**config.mk**
```make
export PLATFORM = sky130hd
export DESIGN_NAME = debug_controller_flat
export DESIGN_NICKNAME = d
export VERILOG_FILES = /design/src/rtl/debug_controller_if.sv /design/src/rtl/debug_controller.sv /design/src/flat_wrapper.sv
export SDC_FILE = /design/constraint.sdc
export NUM_CORES = 1
export LEC_CHECK = 0
export BUFFER_PORTS_ARGS = -buffer_cell sky130_fd_sc_hd__buf_2
export CAP_MARGIN = 20
export CORE_ASPECT_RATIO = 0.5
export CORE_MARGIN = 2
export CORE_UTILIZATION = 30
export CTS_BUF_LIST = sky130_fd_sc_hd__clkbuf_16
export CTS_CLUSTER_DIAMETER = 200
export DETAILED_ROUTE_END_ITERATION = 16
export GPL_TIMING_DRIVEN = 0
export PLACE_DENSITY = 0.55
export SLEW_MARGIN = 20
export SYNTH_ARGS = -nofsm -noshare
export SYNTH_HDL_FRONTEND = slang
export SYNTH_SLANG_ARGS = --single-unit
```
**constraint.sdc**
```tcl
create_clock -name clk -period 1.9 [get_ports clk]
set_input_delay 0.38 -clock clk [delete_from_list [all_inputs] [get_ports clk]]
set_output_delay 0.38 -clock clk [all_outputs]
set_load 0.02 [all_outputs]
```
**src/rtl/debug_controller_if.sv**
```systemverilog
// Bus between the debug controller and its surroundings (command decoder, MCU, memory, RF).
// slave is the controller's view; master is the decoder/MCU side that drives it.
`timescale 1ns/1ps
interface debug_controller_if;
  logic [3:0]  cmd;
  logic [31:0] addr;
  logic [31:0] d_in;
  logic        in_valid;
  logic        ctrlr_busy;
  logic [31:0] d_rd;
  logic        rd_valid;
  logic        err;
  logic        mcu_pause;
  logic        mcu_paused;
  logic        mcu_reset;
  logic [31:0] mem_addr;
  logic [31:0] mem_wdata;
  logic        mem_re;
  logic        mem_we;
  logic [31:0] mem_rdata;
  logic        mem_ack;
  logic [4:0]  rf_addr;
  logic [31:0] rf_wdata;
  logic        rf_we;
  logic [31:0] rf_rdata;

  modport slave (
    input  cmd, addr, d_in, in_valid, mcu_paused, mem_rdata, mem_ack, rf_rdata,
    output ctrlr_busy, d_rd, rd_valid, err, mcu_pause, mcu_reset,
           mem_addr, mem_wdata, mem_re, mem_we, rf_addr, rf_wdata, rf_we
  );

  modport master (
    output cmd, addr, d_in, in_valid, mcu_paused, mem_rdata, mem_ack, rf_rdata,
    input  ctrlr_busy, d_rd, rd_valid, err, mcu_pause, mcu_reset,
           mem_addr, mem_wdata, mem_re, mem_we, rf_addr, rf_wdata, rf_we
  );
endinterface

```
**src/rtl/debug_controller.sv**
```systemverilog
// Executes one decoded debug command against the MCU (pause/resume, reset,
// memory and register-file access, status) and reports read data or an error pulse.
`timescale 1ns/1ps
module debug_controller #(
  parameter int unsigned TIMEOUT_CYCLES = 255,
  parameter int unsigned RESET_CYCLES   = 16
) (
  input  logic              clk,
  input  logic              reset_n,
  debug_controller_if.slave bus
);
  localparam int unsigned CNT_TOP = (TIMEOUT_CYCLES > RESET_CYCLES) ? TIMEOUT_CYCLES : RESET_CYCLES;
  localparam int unsigned CNT_W   = $clog2(CNT_TOP + 1);
  localparam logic [CNT_W-1:0] TO_LAST  = CNT_W'(TIMEOUT_CYCLES - 1);
  localparam logic [CNT_W-1:0] RST_LAST = CNT_W'(RESET_CYCLES - 1);

  localparam logic [3:0] CMD_NOP    = 4'd0;
  localparam logic [3:0] CMD_PAUSE  = 4'd1;
  localparam logic [3:0] CMD_RESUME = 4'd2;
  localparam logic [3:0] CMD_RESET  = 4'd3;
  localparam logic [3:0] CMD_STATUS = 4'd4;
  localparam logic [3:0] CMD_MEM_RD = 4'd5;
  localparam logic [3:0] CMD_MEM_WR = 4'd6;
  localparam logic [3:0] CMD_REG_RD = 4'd7;
  localparam logic [3:0] CMD_REG_WR = 4'd8;

  typedef enum logic [2:0] {
    S_IDLE, S_WAIT_PAUSE, S_MEM, S_RF_RD, S_RST_HOLD, S_DONE
  } state_t;

  state_t           state_q;
  logic [CNT_W-1:0] cnt_q;
  logic [CNT_W-1:0] cnt_d;
  logic             busy_q, rd_valid_q, err_q;
  logic             mcu_pause_q, mcu_reset_q;
  logic             mem_re_q, mem_we_q, rf_we_q;
  logic [31:0]      d_rd_q, mem_addr_q, mem_wdata_q, rf_wdata_q;
  logic [4:0]       rf_addr_q;
  logic             mem_ok;

  // Saturating so a stuck wait can never wrap back into a short count.
  assign cnt_d  = (cnt_q == '1) ? cnt_q : cnt_q + 1'b1;
  assign mem_ok = bus.mcu_paused && (bus.addr[1:0] == 2'b00);

  always_ff @(posedge clk or negedge reset_n) begin
    if (!reset_n) begin
      state_q     <= S_IDLE;
      cnt_q       <= '0;
      busy_q      <= 1'b0;
      rd_valid_q  <= 1'b0;
      err_q       <= 1'b0;
      mcu_pause_q <= 1'b0;
      mcu_reset_q <= 1'b0;
      mem_re_q    <= 1'b0;
      mem_we_q    <= 1'b0;
      rf_we_q     <= 1'b0;
      d_rd_q      <= '0;
      mem_addr_q  <= '0;
      mem_wdata_q <= '0;
      rf_addr_q   <= '0;
      rf_wdata_q  <= '0;
    end else begin
      rd_valid_q <= 1'b0;
      err_q      <= 1'b0;
      rf_we_q    <= 1'b0;
      unique case (state_q)
        S_IDLE: begin
          if (bus.in_valid) begin
            busy_q  <= 1'b1;
            cnt_q   <= '0;
            state_q <= S_DONE;
            unique case (bus.cmd)
              CMD_NOP: ;
              CMD_PAUSE: begin
                mcu_pause_q <= 1'b1;
                state_q     <= S_WAIT_PAUSE;
              end
              CMD_RESUME: mcu_pause_q <= 1'b0;
              CMD_RESET: begin
                mcu_reset_q <= 1'b1;
                state_q     <= S_RST_HOLD;
              end
              CMD_STATUS: begin
                d_rd_q     <= {31'b0, bus.mcu_paused};
                rd_valid_q <= 1'b1;
              end
              CMD_MEM_RD, CMD_MEM_WR: begin
                if (mem_ok) begin
                  mem_addr_q  <= bus.addr;
                  mem_wdata_q <= bus.d_in;
                  mem_re_q    <= (bus.cmd == CMD_MEM_RD);
                  mem_we_q    <= (bus.cmd == CMD_MEM_WR);
                  state_q     <= S_MEM;
                end else begin
                  err_q <= 1'b1;
                end
              end
              CMD_REG_RD: begin
                if (bus.mcu_paused) begin
                  rf_addr_q <= bus.addr[4:0];
                  state_q   <= S_RF_RD;
                end else begin
                  err_q <= 1'b1;
                end
              end
              CMD_REG_WR: begin
                if (bus.mcu_paused) begin
                  rf_addr_q  <= bus.addr[4:0];
                  rf_wdata_q <= bus.d_in;
                  rf_we_q    <= 1'b1;
                end else begin
                  err_q <= 1'b1;
                end
              end
              default: err_q <= 1'b1;
            endcase
          end
        end
        S_WAIT_PAUSE: begin
          if (bus.mcu_paused) begin
            cnt_q   <= '0;
            state_q <= S_DONE;
          end else if (cnt_q == TO_LAST) begin
            // mcu_pause deliberately stays asserted after a pause timeout
            err_q   <= 1'b1;
            cnt_q   <= '0;
            state_q <= S_DONE;
          end else begin
            cnt_q <= cnt_d;
          end
        end
        S_MEM: begin
          if (bus.mem_ack) begin
            if (mem_re_q) begin
              d_rd_q     <= bus.mem_rdata;
              rd_valid_q <= 1'b1;
            end
            mem_re_q <= 1'b0;
            mem_we_q <= 1'b0;
            cnt_q    <= '0;
            state_q  <= S_DONE;
          end else if (cnt_q == TO_LAST) begin
            mem_re_q <= 1'b0;
            mem_we_q <= 1'b0;
            err_q    <= 1'b1;
            cnt_q    <= '0;
            state_q  <= S_DONE;
          end else begin
            cnt_q <= cnt_d;
          end
        end
        S_RF_RD: begin
          d_rd_q     <= bus.rf_rdata;
          rd_valid_q <= 1'b1;
          state_q    <= S_DONE;
        end
        S_RST_HOLD: begin
          if (cnt_q == RST_LAST) begin
            mcu_reset_q <= 1'b0;
            cnt_q       <= '0;
            state_q     <= S_DONE;
          end else begin
            cnt_q <= cnt_d;
          end
        end
        S_DONE: begin
          busy_q  <= 1'b0;
          cnt_q   <= '0;
          state_q <= S_IDLE;
        end
        default: begin
          busy_q  <= 1'b0;
          state_q <= S_IDLE;
        end
      endcase
    end
  end

  assign bus.ctrlr_busy = busy_q;
  assign bus.d_rd       = d_rd_q;
  assign bus.rd_valid   = rd_valid_q;
  assign bus.err        = err_q;
  assign bus.mcu_pause  = mcu_pause_q;
  assign bus.mcu_reset  = mcu_reset_q;
  assign bus.mem_addr   = mem_addr_q;
  assign bus.mem_wdata  = mem_wdata_q;
  assign bus.mem_re     = mem_re_q;
  assign bus.mem_we     = mem_we_q;
  assign bus.rf_addr    = rf_addr_q;
  assign bus.rf_wdata   = rf_wdata_q;
  assign bus.rf_we      = rf_we_q;
endmodule

```
**src/flat_wrapper.sv**
```systemverilog
// flat-port wrapper written by rule: the top's interface ports become plain ports
module debug_controller_flat 
#(
  parameter int unsigned TIMEOUT_CYCLES = 255,
  parameter int unsigned RESET_CYCLES   = 16
)
  (clk, reset_n, bus_cmd, bus_addr, bus_d_in, bus_in_valid, bus_mcu_paused, bus_mem_rdata, bus_mem_ack, bus_rf_rdata, bus_ctrlr_busy, bus_d_rd, bus_rd_valid, bus_err, bus_mcu_pause, bus_mcu_reset, bus_mem_addr, bus_mem_wdata, bus_mem_re, bus_mem_we, bus_rf_addr, bus_rf_wdata, bus_rf_we);
  debug_controller_if bus_i ();
  input  logic clk;
  input  logic reset_n;
  input wire logic [$bits(bus_i.cmd)-1:0] bus_cmd;
  input wire logic [$bits(bus_i.addr)-1:0] bus_addr;
  input wire logic [$bits(bus_i.d_in)-1:0] bus_d_in;
  input wire logic [$bits(bus_i.in_valid)-1:0] bus_in_valid;
  input wire logic [$bits(bus_i.mcu_paused)-1:0] bus_mcu_paused;
  input wire logic [$bits(bus_i.mem_rdata)-1:0] bus_mem_rdata;
  input wire logic [$bits(bus_i.mem_ack)-1:0] bus_mem_ack;
  input wire logic [$bits(bus_i.rf_rdata)-1:0] bus_rf_rdata;
  output wire logic [$bits(bus_i.ctrlr_busy)-1:0] bus_ctrlr_busy;
  output wire logic [$bits(bus_i.d_rd)-1:0] bus_d_rd;
  output wire logic [$bits(bus_i.rd_valid)-1:0] bus_rd_valid;
  output wire logic [$bits(bus_i.err)-1:0] bus_err;
  output wire logic [$bits(bus_i.mcu_pause)-1:0] bus_mcu_pause;
  output wire logic [$bits(bus_i.mcu_reset)-1:0] bus_mcu_reset;
  output wire logic [$bits(bus_i.mem_addr)-1:0] bus_mem_addr;
  output wire logic [$bits(bus_i.mem_wdata)-1:0] bus_mem_wdata;
  output wire logic [$bits(bus_i.mem_re)-1:0] bus_mem_re;
  output wire logic [$bits(bus_i.mem_we)-1:0] bus_mem_we;
  output wire logic [$bits(bus_i.rf_addr)-1:0] bus_rf_addr;
  output wire logic [$bits(bus_i.rf_wdata)-1:0] bus_rf_wdata;
  output wire logic [$bits(bus_i.rf_we)-1:0] bus_rf_we;
  assign bus_i.cmd = bus_cmd;
  assign bus_i.addr = bus_addr;
  assign bus_i.d_in = bus_d_in;
  assign bus_i.in_valid = bus_in_valid;
  assign bus_i.mcu_paused = bus_mcu_paused;
  assign bus_i.mem_rdata = bus_mem_rdata;
  assign bus_i.mem_ack = bus_mem_ack;
  assign bus_i.rf_rdata = bus_rf_rdata;
  assign bus_ctrlr_busy = bus_i.ctrlr_busy;
  assign bus_d_rd = bus_i.d_rd;
  assign bus_rd_valid = bus_i.rd_valid;
  assign bus_err = bus_i.err;
  assign bus_mcu_pause = bus_i.mcu_pause;
  assign bus_mcu_reset = bus_i.mcu_reset;
  assign bus_mem_addr = bus_i.mem_addr;
  assign bus_mem_wdata = bus_i.mem_wdata;
  assign bus_mem_re = bus_i.mem_re;
  assign bus_mem_we = bus_i.mem_we;
  assign bus_rf_addr = bus_i.rf_addr;
  assign bus_rf_wdata = bus_i.rf_wdata;
  assign bus_rf_we = bus_i.rf_we;
  debug_controller #(.TIMEOUT_CYCLES(TIMEOUT_CYCLES), .RESET_CYCLES(RESET_CYCLES)) u_core (.clk(clk), .reset_n(reset_n), .bus(bus_i));
endmodule
```
==> out/metrics.yaml, run 1 <==
run_status:
  outcome: "finished, final reports clean"
grt:
  grt_overflow: 0
  grt_max_degree: 101
  grt_pass1_vias: 5259
  antenna_found_initial: 0
  grt_pass1_wl_um: 27800
  grt_usage_pct: 15.5
final_layout:
  n_antenna_cell: 0
  nNetsFinal: 968
  fillers: 2063
  regArea_sq_mm: 0.00381
  fin_util_pct: 44.7
  multi_input_area_sq_mm: 0.00292
  drive_gt1_share_pct: 54.0
  area_growth_pct: 46.0
critical_path:
  arrival_ns: 2.21
  endpoint_kind: "flop"
  r2r_end: "u_core.bus.mem_wdata[17]"
  crit_start: "u_core.state_q[0]"
  reg2reg_depth: 6
  cpLargestDelayFamily: "simple AND/OR/NAND/NOR gates"
  cpMaxStageDelayCell: "dfrtp_2"
  cp_max_fo: 8
  crit_chain: "nor4b_4 -> nand4_1 -> buf_6 -> buf_12 -> clkbuf_16 -> mux2_4"
  cp.required_ns: 2.22
  crit_cells: 6
  crit_type: "flop to flop"
  crit_buf_inv: 3
  r2r-start: "u_core.state_q[0]"
  critPathLaunchType: "flop"
  cp_slowest_stage_delay_ns: 0.46
  reg2reg_slack_ns: 0.009
  crit_path_end: "u_core.bus.mem_wdata[17]"
synthesis:
  synthTopCellsByArea: "dfrtp_1 57%, mux2_1 9.0%, mux2_2 7.8%"
  synth_area_sq_mm: 0.00664
  syn_inst: 515
  ys_seq_elements: 152
  synthDistinctLibCells: 55
  synth_top_area_share_pct: 57.3
  synth-warning-count: 0
  seq_area_frac_synth_pct: 57.3
  synth_top_area_cell: "dfrtp_1"
  synth_area_per_cell_sq_um: 12.9
  synthArstFlopShare_pct: 100
  synth_edf_count: 0
  synth-main-ff-cell: "dfrtp_1"
  syn-num-nets: 654
power_and_ir_drop:
  p_per_area_mw_per_mm2: 1110
  p_leak_nw: 5.27
  ir_worst_vdd_mv: 0.488
  switchingPower_mw: 3.55
  p_seq_share_pct: 37.9
  p_int_mw: 7.17
  pwr-share-comb_pct: 29.8
  netSwitchingFraction_pct: 33.1
  clockPowerShare_pct: 32.3
routing:
  vias: 5341
  vias_per_cell: 4.68
  ant_nets: 0
  drt_pre_antenna_iters: 6
  drt-total-wl_um: 19200
  wl_per_cell_um: 16.8
  drt_iter0_drc: 357
  drc_errors: 0
die:
  die-height_um: 109
  chipWidth_um: 214
  fp-row-count: 38
  dieArea_sq_mm: 0.0234
  ios: 278
  core_area_sq_mm: 0.0217
  start_util_pct: 30.6
clock_tree:
  cts-buffers-inserted: 17
  cts_tree: "built"
  cts.reportedPaths.clkPinSlew_ns: 0.07
  cts-root-buf: "clkbuf_16"
  ctsHtreeMaxLevel: 4
  clockBufferDepth: 2
  clk_latency_ns: 0.45
  cts_sinks: 152
sta:
  hold_viol_final: 0
  setup_tns_ns: 0
  setup_viol: 0
  rsz0062_at_grt: "true"
  clock_skew_ns: 0.0114
  maxSlewHeadroom_pct: 63.5
  fin_crit_sh_pct: 99.5
  maxSlewViolCount: 0
  final.min_clock_period_ns: 1.89
  tightest_slew_ns: 0.547
  max_freq_mhz: 529
placement:
  portBuffers: 274
  gp_congestion: 0.783
  dpl.hpwl_um: 13400
flow_run:
  cap_violations: 0
hold_path:
  hp-class: "input port to flop"
## repair_timing
| item | 4_1_cts | 5_1_grt |
|---|---|---|
| hold buffers | 1 | 0 |
| pin swaps | 3 | 6 |
| resized for setup | 23 | 107 |
| endpoints found under the setup margin | 136 | 106 |
| buffers inserted | 4 | 14 |
| hold endpoints to repair | 52 | 0 |
| cloned | 0 | 4 |
## cell usage in the layout (no fill, tap or decap), types with 5 or more instances in the layout
cell,synthesis,final
buf_2,18,282
dfrtp_1,152,149
mux2_4,0,54
nand2_1,45,44
mux2i_1,32,32
o31ai_1,33,28
mux2_2,46,23
mux2_1,53,22
clkbuf_16,0,20
buf_4,1,18
a21oi_1,13,12
buf_6,3,8
clkbuf_1,12,8
o21ai_0,8,8
buf_12,0,8
nor2_1,8,8
inv_1,6,7
nand3_1,7,7
a32oi_1,5,5
inv_6,0,5
## stage by stage
step	hold WS (ns)	power, mW	instance area, sq um	cells	setup slack (ns)
detailed placement	0.338	6.96	8420	1090	-0.521
global placement	0.457	6.90	8390	1089	-1.87
global route	0.132	11.3	9700	1142	-0.0800
floorplan	0.0844	5.89	6640	515	0.0683
finish	0.141	10.7	9700	1142	0.00947
CTS	0.128	10.5	9100	1124	0.00284
## worst min path at each step
stage | start | endpoint | slack (ns) | cells past startpoint
finish | bus_addr[29] | u_core.bus.mem_addr[29] | 0.14 | 2
global route | bus_addr[29] | u_core.bus.mem_addr[29] | 0.13 | 2
CTS | bus_addr[29] | u_core.bus.mem_addr[29] | 0.13 | 2
detailed placement | reset_n | u_core.bus.mem_addr[1] | 0.34 | 1
global placement | u_core.bus.d_rd[31] | u_core.bus.d_rd[31] | 0.46 | 2
floorplan | reset_n | u_core.bus.ctrlr_busy | 0.08 | 0
## routing by layer
metal	vias up	GRT usage, %	wire length [um]
met5	-	0	0
met4	0	5.90	260
li1	2515	-	-
met3	19	3.65	639
met2	112	27.9	10100
met1	2695	18.3	8140
## cells by family (layout without fill, tap and decap cells)
group / after synthesis / after routing / synth area share, %
flops: 152 / 152 / 57.3
mux: 131 / 131 / 21.6
simple gates: 97 / 97 / 7.71
compound gates: 88 / 88 / 9.65
buf+inv: 44 / 371 / 3.22
fa+ha+maj: 2 / 2 / 0.377
xor+xnor: 1 / 1 / 0.132
## state kept, by name, summed over array words and instances (netlist names), 3 cells and up
register / count
u_core.bus.d_rd: 32
u_core.bus.rf_addr: 5
u_core.state_q: 3
u_core.bus.rf_wdata: 32
u_core.bus.mem_wdata: 32
u_core.bus.mem_addr: 32
u_core.cnt_q: 8
## layout make-up
| type | count | area share [%] |
|---|---|---|
| clock buffers | 17 | 4.39 |
| well taps | 300 | 3.87 |
| plain buffers | 35 | 3.38 |
| flip-flops and latches | 152 | 39.3 |
| multi-input cells | 319 | 30.1 |
| repair buffers | 298 | 17.1 |
| inverters | 6 | 0.232 |
| clock inverters | 15 | 1.73 |
## power by group through the flow
stage / combinational [mW] / clock (mW) / sequential, mW
final: 3.20 / 3.46 / 4.06
after floorplan: 1.24 / 0 / 4.65
after detailed placement: 2.88 / 0 / 4.07
after global placement: 2.84 / 0 / 4.05
after global routing: 3.44 / 3.71 / 4.13
after CTS: 2.89 / 3.56 / 4.05
## cells in the mapped netlist, drive strengths merged, types with 3 or more instances
library cell	number
dfrtp	152
mux2	99
nand2	45
o31ai	33
mux2i	32
buf	26
a21oi	13
clkbuf	12
o21ai	10
nor2	8
nand3	7
inv	6
a32oi	5
a21o	4
nand2b	4
nand4	4
nor3	4
o22a	4
a22o	3
and2	3
nor4b	3
or2	3
(Power assumes the default switching activity.)
==> inputs of run 2 (changes only) <==
- CTS_BUF_LIST: sky130_fd_sc_hd__clkbuf_16 -> sky130_fd_sc_hd__clkbuf_4 sky130_fd_sc_hd__clkbuf_8
==> run 2 against run 1 <==
  * Sequential power hardly changed
  * Maximum frequency is 2.2% higher
  * Final cell count is 0.53% lower
  * Clock skew is 0.00096 ns higher
  * Global-route usage hardly changed
  * Die area stayed put
  * Combinational power is 4% lower
  * Core utilization is 1.8 points lower
  * Critical path type unchanged
  * Largest power group unchanged
  * Highest routed layer unchanged
==> out/metrics.yaml, run 2 (same netlist as run 1, synthesis figures left out) <==
run_status:
  outcome: "finished, final reports clean"
clock_tree:
  cts_tree: "built"
  cts_sinks: 152  # unchanged
  cts-root-buf: "clkbuf_8"
  ctsHtreeMaxLevel: 4  # unchanged
  cts.reportedPaths.clkPinSlew_ns: 0.09  # +0.02 ns
  clk_latency_ns: 0.49  # +0.04 ns
  cts-buffers-inserted: 17  # unchanged
  clockBufferDepth: 2  # unchanged
die:
  dieArea_sq_mm: 0.0234  # unchanged
  ios: 278  # unchanged
  die-height_um: 109  # unchanged
  fp-row-count: 38  # unchanged
  start_util_pct: 30.6  # unchanged
  core_area_sq_mm: 0.0217  # unchanged
  chipWidth_um: 214  # unchanged
power_and_ir_drop:
  p_per_area_mw_per_mm2: 1040  # -5.7%
  netSwitchingFraction_pct: 35.1  # +2.0 points
  p_int_mw: 6.30  # -12%
  p_leak_nw: 5.11  # -3.2%
  p_seq_share_pct: 41.7  # +3.8 points
  clockPowerShare_pct: 26.8  # -5.5 points
  ir_worst_vdd_mv: 0.435  # -11%
  switchingPower_mw: 3.41  # -4.0%
  pwr-share-comb_pct: 31.5  # +1.7 points
routing:
  drt_iter0_drc: 283  # -21%
  vias: 5264  # -1.4%
  drc_errors: 0  # unchanged
  drt-total-wl_um: 18700  # -2.4%
  ant_nets: 0  # unchanged
  vias_per_cell: 4.63  # -0.92%
  drt_pre_antenna_iters: 4  # -2
  wl_per_cell_um: 16.5  # -1.8%
placement:
  gp_congestion: 0.783  # unchanged
  placed_area_sq_mm: 0.00842  # unchanged
  portBuffers: 274  # unchanged
  dpl.hpwl_um: 13400  # unchanged
sta:
  maxSlewHeadroom_pct: 62.6  # -0.94 points
  final.min_clock_period_ns: 1.85  # -0.0413 ns
  fin_crit_sh_pct: 97.3  # -2.2 points
  setup_viol: 0  # unchanged
  clock_skew_ns: 0.0123  # +0.000958 ns
  hold_viol_final: 0  # unchanged
  timing.hold.ws_ns: 0.101  # -0.0404 ns
  rsz0062_at_grt: "true"
  setup_tns_ns: 0  # unchanged
  max_freq_mhz: 541  # +2.2%
  tightest_slew_ns: 0.561  # +0.0141 ns
  maxSlewViolCount: 0  # unchanged
critical_path:
  cp_max_fo: 10  # +2
  crit_type: "flop to flop"
  cp_slowest_stage_delay_ns: 0.48  # +0.02 ns
  critPathLaunchType: "flop"
  cpMaxStageDelayCell: "or4b_4"
  crit_chain: "buf_6 -> or4b_4 -> a22o_4 -> buf_6 -> a32oi_1 -> o22a_1"
  endpoint_kind: "flop"
  cp_common_cell: "buf_6"
  cp.required_ns: 2.32  # +0.10 ns
  arrival_ns: 2.27  # +0.06 ns
  reg2reg_slack_ns: 0.05  # +0.04 ns
grt:
  grt_pass1_vias: 5285  # +0.49%
  antenna_found_initial: 0  # unchanged
  grt_usage_pct: 15.5  # +0.032 points
  grt_max_degree: 101  # unchanged
  grt_pass1_wl_um: 27800  # about the same
  grt_overflow: 0  # unchanged
final_layout:
  final_common_cell: "buf_2"
  drive_gt1_share_pct: 52.3  # -1.8 points
  fin_area_sq_mm: 0.00931  # -4.0%
  fillers: 2110  # +2.3%
  nNetsFinal: 962  # -0.62%
  area_growth_pct: 40.2
  n_antenna_cell: 0  # unchanged
  final_cell_mix: "282 x buf_2, 148 x dfrtp_1, 46 x mux2_2"
hold_path:
  hp-class: "input port to flop"
flow_run:
  cap_violations: 0  # unchanged
## run 2: changes by cell type in the layout (fill, tap and decap cells not counted), sizes merged
cell / change
buf: -7
clkbuf: +2
inv: -1
## run 2: final cells by class
cell class                 instances  area [sq um]  area share, %
tap                              300           375           4.03
buffer                            35           302           3.24
timing repair buffer             292          1620           17.3
multi-input combinational        319          2780           29.9
clock inverter                    14           164           1.76
sequential                       152          3810           40.9
inverter                           6          22.5          0.242
clock buffer                      18           241           2.59
## run 2: final timing paths
kind,start,to,cells after the start
max,u_core.state_q[2],u_core.cnt_q[4],6
min,bus_addr[29],u_core.bus.mem_addr[29],2
max reg2reg,u_core.state_q[2],u_core.cnt_q[4],6
min reg2reg,u_core.bus.d_rd[25],u_core.bus.d_rd[25],2
max in group asynchronous,reset_n,u_core.bus.mem_wdata[7],3
min in group asynchronous,reset_n,u_core.bus.mem_addr[1],2
## run 2: critical path, delay by kind of cell, from the launching register on
| kind | cells | cell delay [ns] |
|---|---|---|
| and+or+nand+nor | 1 | 0.48 |
| AOI/OAI and AO/OA | 3 | 0.59 |
| buffers and inverters | 2 | 0.27 |
| DFF | 1 | 0.45 |
## run 2: through the flow
step	total power [mW]	std cells	setup slack (ns)	util, %
CTS	9.66	1125	0.00822	41.1
global placement	6.90	1089	-1.87	38.7
detailed placement	6.96	1090	-0.521	38.9
floorplan	5.89	515	0.0683	-
finish	9.72	1136	0.0508	42.9
global route	10.3	1136	-0.0348	42.9
## run 2: repair_timing
item                                    CTS  global route
gates cloned                              0             3
endpoints found under the hold margin    52             0
gates resized for setup                  22            63
pin swaps                                 4             7
hold buffers                              1             0
endpoints found under the setup margin  136           105
setup buffers                             4             9
## run 2: power by group through the flow
stage          sequential [mW]  clock, mW  combinational, mW
2_1_floorplan             4.65          0               1.24
3_3_place_gp              4.05          0               2.84
3_5_place_dp              4.07          0               2.88
4_1_cts                   4.01       2.70               2.94
5_1_grt                   4.12       2.85               3.29
6_report                  4.05       2.61               3.06
## run 2: metal layers
metal	part of all wire [%]	routed length (um)	global-route usage, %	vias to the layer above
li1	-	-	-	2506
met1	42	7940	18.2	2631
met2	52	9810	27.7	108
met3	3.6	678	4.38	19
met4	1.6	292	5.51	0
met5	0	0	0	-
==> inputs of run 3 (changes only) <==
- CORE_UTILIZATION: 30 -> 45
- PLACE_DENSITY: 0.55 -> 0.78
==> run 3 against run 2 <==
  * The run now ends with setup timing left
  * Die area down 33%
  * Core utilization up 22 points
  * Clock power fell by 5%
  * Critical endpoint is now u_core.cnt_q[1]
  * Largest cell class unchanged
  * Highest routed layer is now met5
==> out/metrics.yaml, run 3 (same netlist as run 1, synthesis figures left out) <==
critical_path:
  crit_type: "flop to flop"
  arrival_ns: 2.26  # about the same
  r2r-start: "u_core.state_q[2]"
  critPathLaunchType: "flop"
  crit_chain: "buf_6 -> or4b_4 -> a22o_4 -> a221oi_4 -> a221o_1"
  cp_max_fo: 8  # -2
  cp.required_ns: 2.26  # -0.06 ns
  crit_start: "u_core.state_q[2]"
  endpoint_kind: "flop"
  cpMaxStageDelayCell: "or4b_4"
  cp_slowest_stage_delay_ns: 0.49  # about the same
grt:
  grt_pass1_wl_um: 26400  # -5.0%
  grt_max_degree: 80  # -21%
  antenna_found_initial: 1  # +1
  grt_pass1_vias: 5268  # -0.32%
  grt_usage_pct: 21.1  # +5.5 points
  grt_overflow: 0  # unchanged
placement:
  dp_cells: 988  # -9.4%
  gp_congestion: 0.846  # +8.0%
  portBuffers: 274  # unchanged
  dpl.hpwl_um: 12700  # -4.9%
  placed_area_sq_mm: 0.00830  # -1.5%
hold_path:
  hold_start: "bus_addr[25]"
  hp-class: "input port to flop"
sta:
  timing.hold.ws_ns: 0.160  # +0.0599 ns
  maxSlewViolCount: 0  # unchanged
  max_freq_mhz: 525  # -2.9%
  hold_viol_final: 0  # unchanged
  tightest_slew_ns: 0.581  # +0.0202 ns
  final.min_clock_period_ns: 1.90  # +0.0551 ns
  clock_skew_ns: 0.0137  # +0.00140 ns
  fin_crit_sh_pct: 100  # +2.9 points
  setup_tns_ns: -0.00431  # -0.00431 ns
  timing.final.ws_setup_ns: -0.00431  # -0.0551 ns
  maxSlewHeadroom_pct: 61.2  # -1.3 points
  setup_viol: 1  # +1
  rsz0062_at_grt: "true"
routing:
  vias: 5373  # +2.1%
  drt_iter0_drc: 251  # -11%
  ant_nets: 0  # unchanged
  drc_errors: 0  # unchanged
  drt_pre_antenna_iters: 4  # unchanged
  wl_per_cell_um: 17.3  # +4.8%
  vias_per_cell: 5.21  # +12%
  drt-total-wl_um: 17800  # -4.8%
run_status:
  outcome: "finished with violations"
  violations: "setup timing"
power_and_ir_drop:
  clockPowerShare_pct: 25.6  # -1.2 points
  p_seq_share_pct: 41.8  # about the same
  pwr-share-comb_pct: 32.7  # +1.2 points
  p_int_mw: 6.42  # +1.9%
  p_leak_nw: 5.14  # +0.62%
  netSwitchingFraction_pct: 34.1  # -1.1 points
  ir_worst_vdd_mv: 0.527  # +21%
  p_per_area_mw_per_mm2: 1040  # about the same
  switchingPower_mw: 3.32  # -2.8%
final_layout:
  fin_util_pct: 64.6  # +22 points
  final_common_cell: "buf_2"
  nNetsFinal: 961  # -0.10%
  fin_area_sq_mm: 0.00933  # +0.19%
  drive_gt1_share_pct: 53.7  # +1.4 points
  final_cells: 1032  # -9.2%
  final_cell_mix: "282 x buf_2, 149 x dfrtp_1, 48 x mux2_4"
  area_growth_pct: 40.5
  n_antenna_cell: 0  # unchanged
die:
  core_area_sq_mm: 0.0144  # -33%
  ios: 278  # unchanged
  chipWidth_um: 176  # -18%
  die-height_um: 89.9  # -18%
  fp-row-count: 31  # -18%
  dieArea_sq_mm: 0.0158  # -33%
  start_util_pct: 46.0  # +15 points
clock_tree:
  clockBufferDepth: 2  # unchanged
  cts-root-buf: "clkbuf_8"
  cts_tree: "built"
  cts_sinks: 152  # unchanged
  ctsHtreeMaxLevel: 4  # unchanged
  cts.reportedPaths.clkPinSlew_ns: 0.09  # about the same
  clk_latency_ns: 0.42  # -0.07 ns
  cts-buffers-inserted: 17  # unchanged
flow_run:
  cap_violations: 0  # unchanged
==> run 3: cell types whose count changed in the layout (fill, tap and decap cells not counted), sizes merged <==
cell	before	now
buf	312	309
clkinv	3	4
inv	12	9
clkbuf	32	35
==> run 3: path summary, 6_finish.rpt <==
check / endpoint / slack, ns / cells after the start
setup / recovery: u_core.cnt_q[1] / -0.004 / 5
setup reg to reg: u_core.cnt_q[1] / -0.004 / 5
hold reg to reg: u_core.bus.d_rd[27] / 0.48 / 2
hold / removal: u_core.bus.mem_addr[25] / 0.16 / 2
max in group asynchronous: u_core.bus.d_rd[25] / 0.64 / 3
min in group asynchronous: u_core.bus.err / 0.50 / 2
==> run 3: area by class of cell <==
| cell class | count | area [sq um] |
|---|---|---|
| clock inverters | 12 | 143 |
| fillers | 1151 | 5100 |
| multi-input cells | 319 | 2910 |
| well taps | 198 | 248 |
| clock buffers | 19 | 255 |
| repair buffers | 291 | 1620 |
| inverters | 6 | 22.5 |
| plain buffers | 35 | 318 |
| flip-flops and latches | 152 | 3810 |
==> run 3: timing repair <==
action | CTS | global route
resized for setup | 16 | 105
setup endpoints to repair | 129 | 113
hold endpoints to repair | 73 | 0
cloned | 0 | 4
buffers inserted | 3 | 8
pin swaps | 3 | 8
hold buffers | 1 | 0
==> run 3: metal layers <==
layer | GRT usage [%] | vias to the layer above | wire length (um)
li1 | - | 2495 | -
met3 | 3.76 | 32 | 604
met4 | 7.51 | 2 | 406
met2 | 37.2 | 140 | 9350
met1 | 26.1 | 2704 | 7440
met5 | 0 | - | 13
==> run 3: worst max-delay path, delay by kind of cell (launching register included) <==
kind,cells,cell delay (ns)
compound gates,3,0.76
buf+inv,1,0.14
flops,1,0.45
simple gates,1,0.49
==> run 3: power by group through the flow <==
stage	clock (mW)	sequential [mW]	combinational, mW
2_1_floorplan	0	4.65	1.24
3_3_place_gp	0	4.04	2.78
3_5_place_dp	0	4.08	2.85
4_1_cts	2.54	4.01	2.87
5_1_grt	2.70	4.13	3.40
6_report	2.49	4.07	3.18
==> run 3: stage by stage <==
step | total power, mW | setup slack [ns]
floorplan | 5.89 | 0.0683
global placement | 6.82 | -1.72
detailed placement | 6.93 | -0.358
CTS | 9.42 | 0.000666
global route | 10.2 | -0.0861
finish | 9.74 | -0.00431
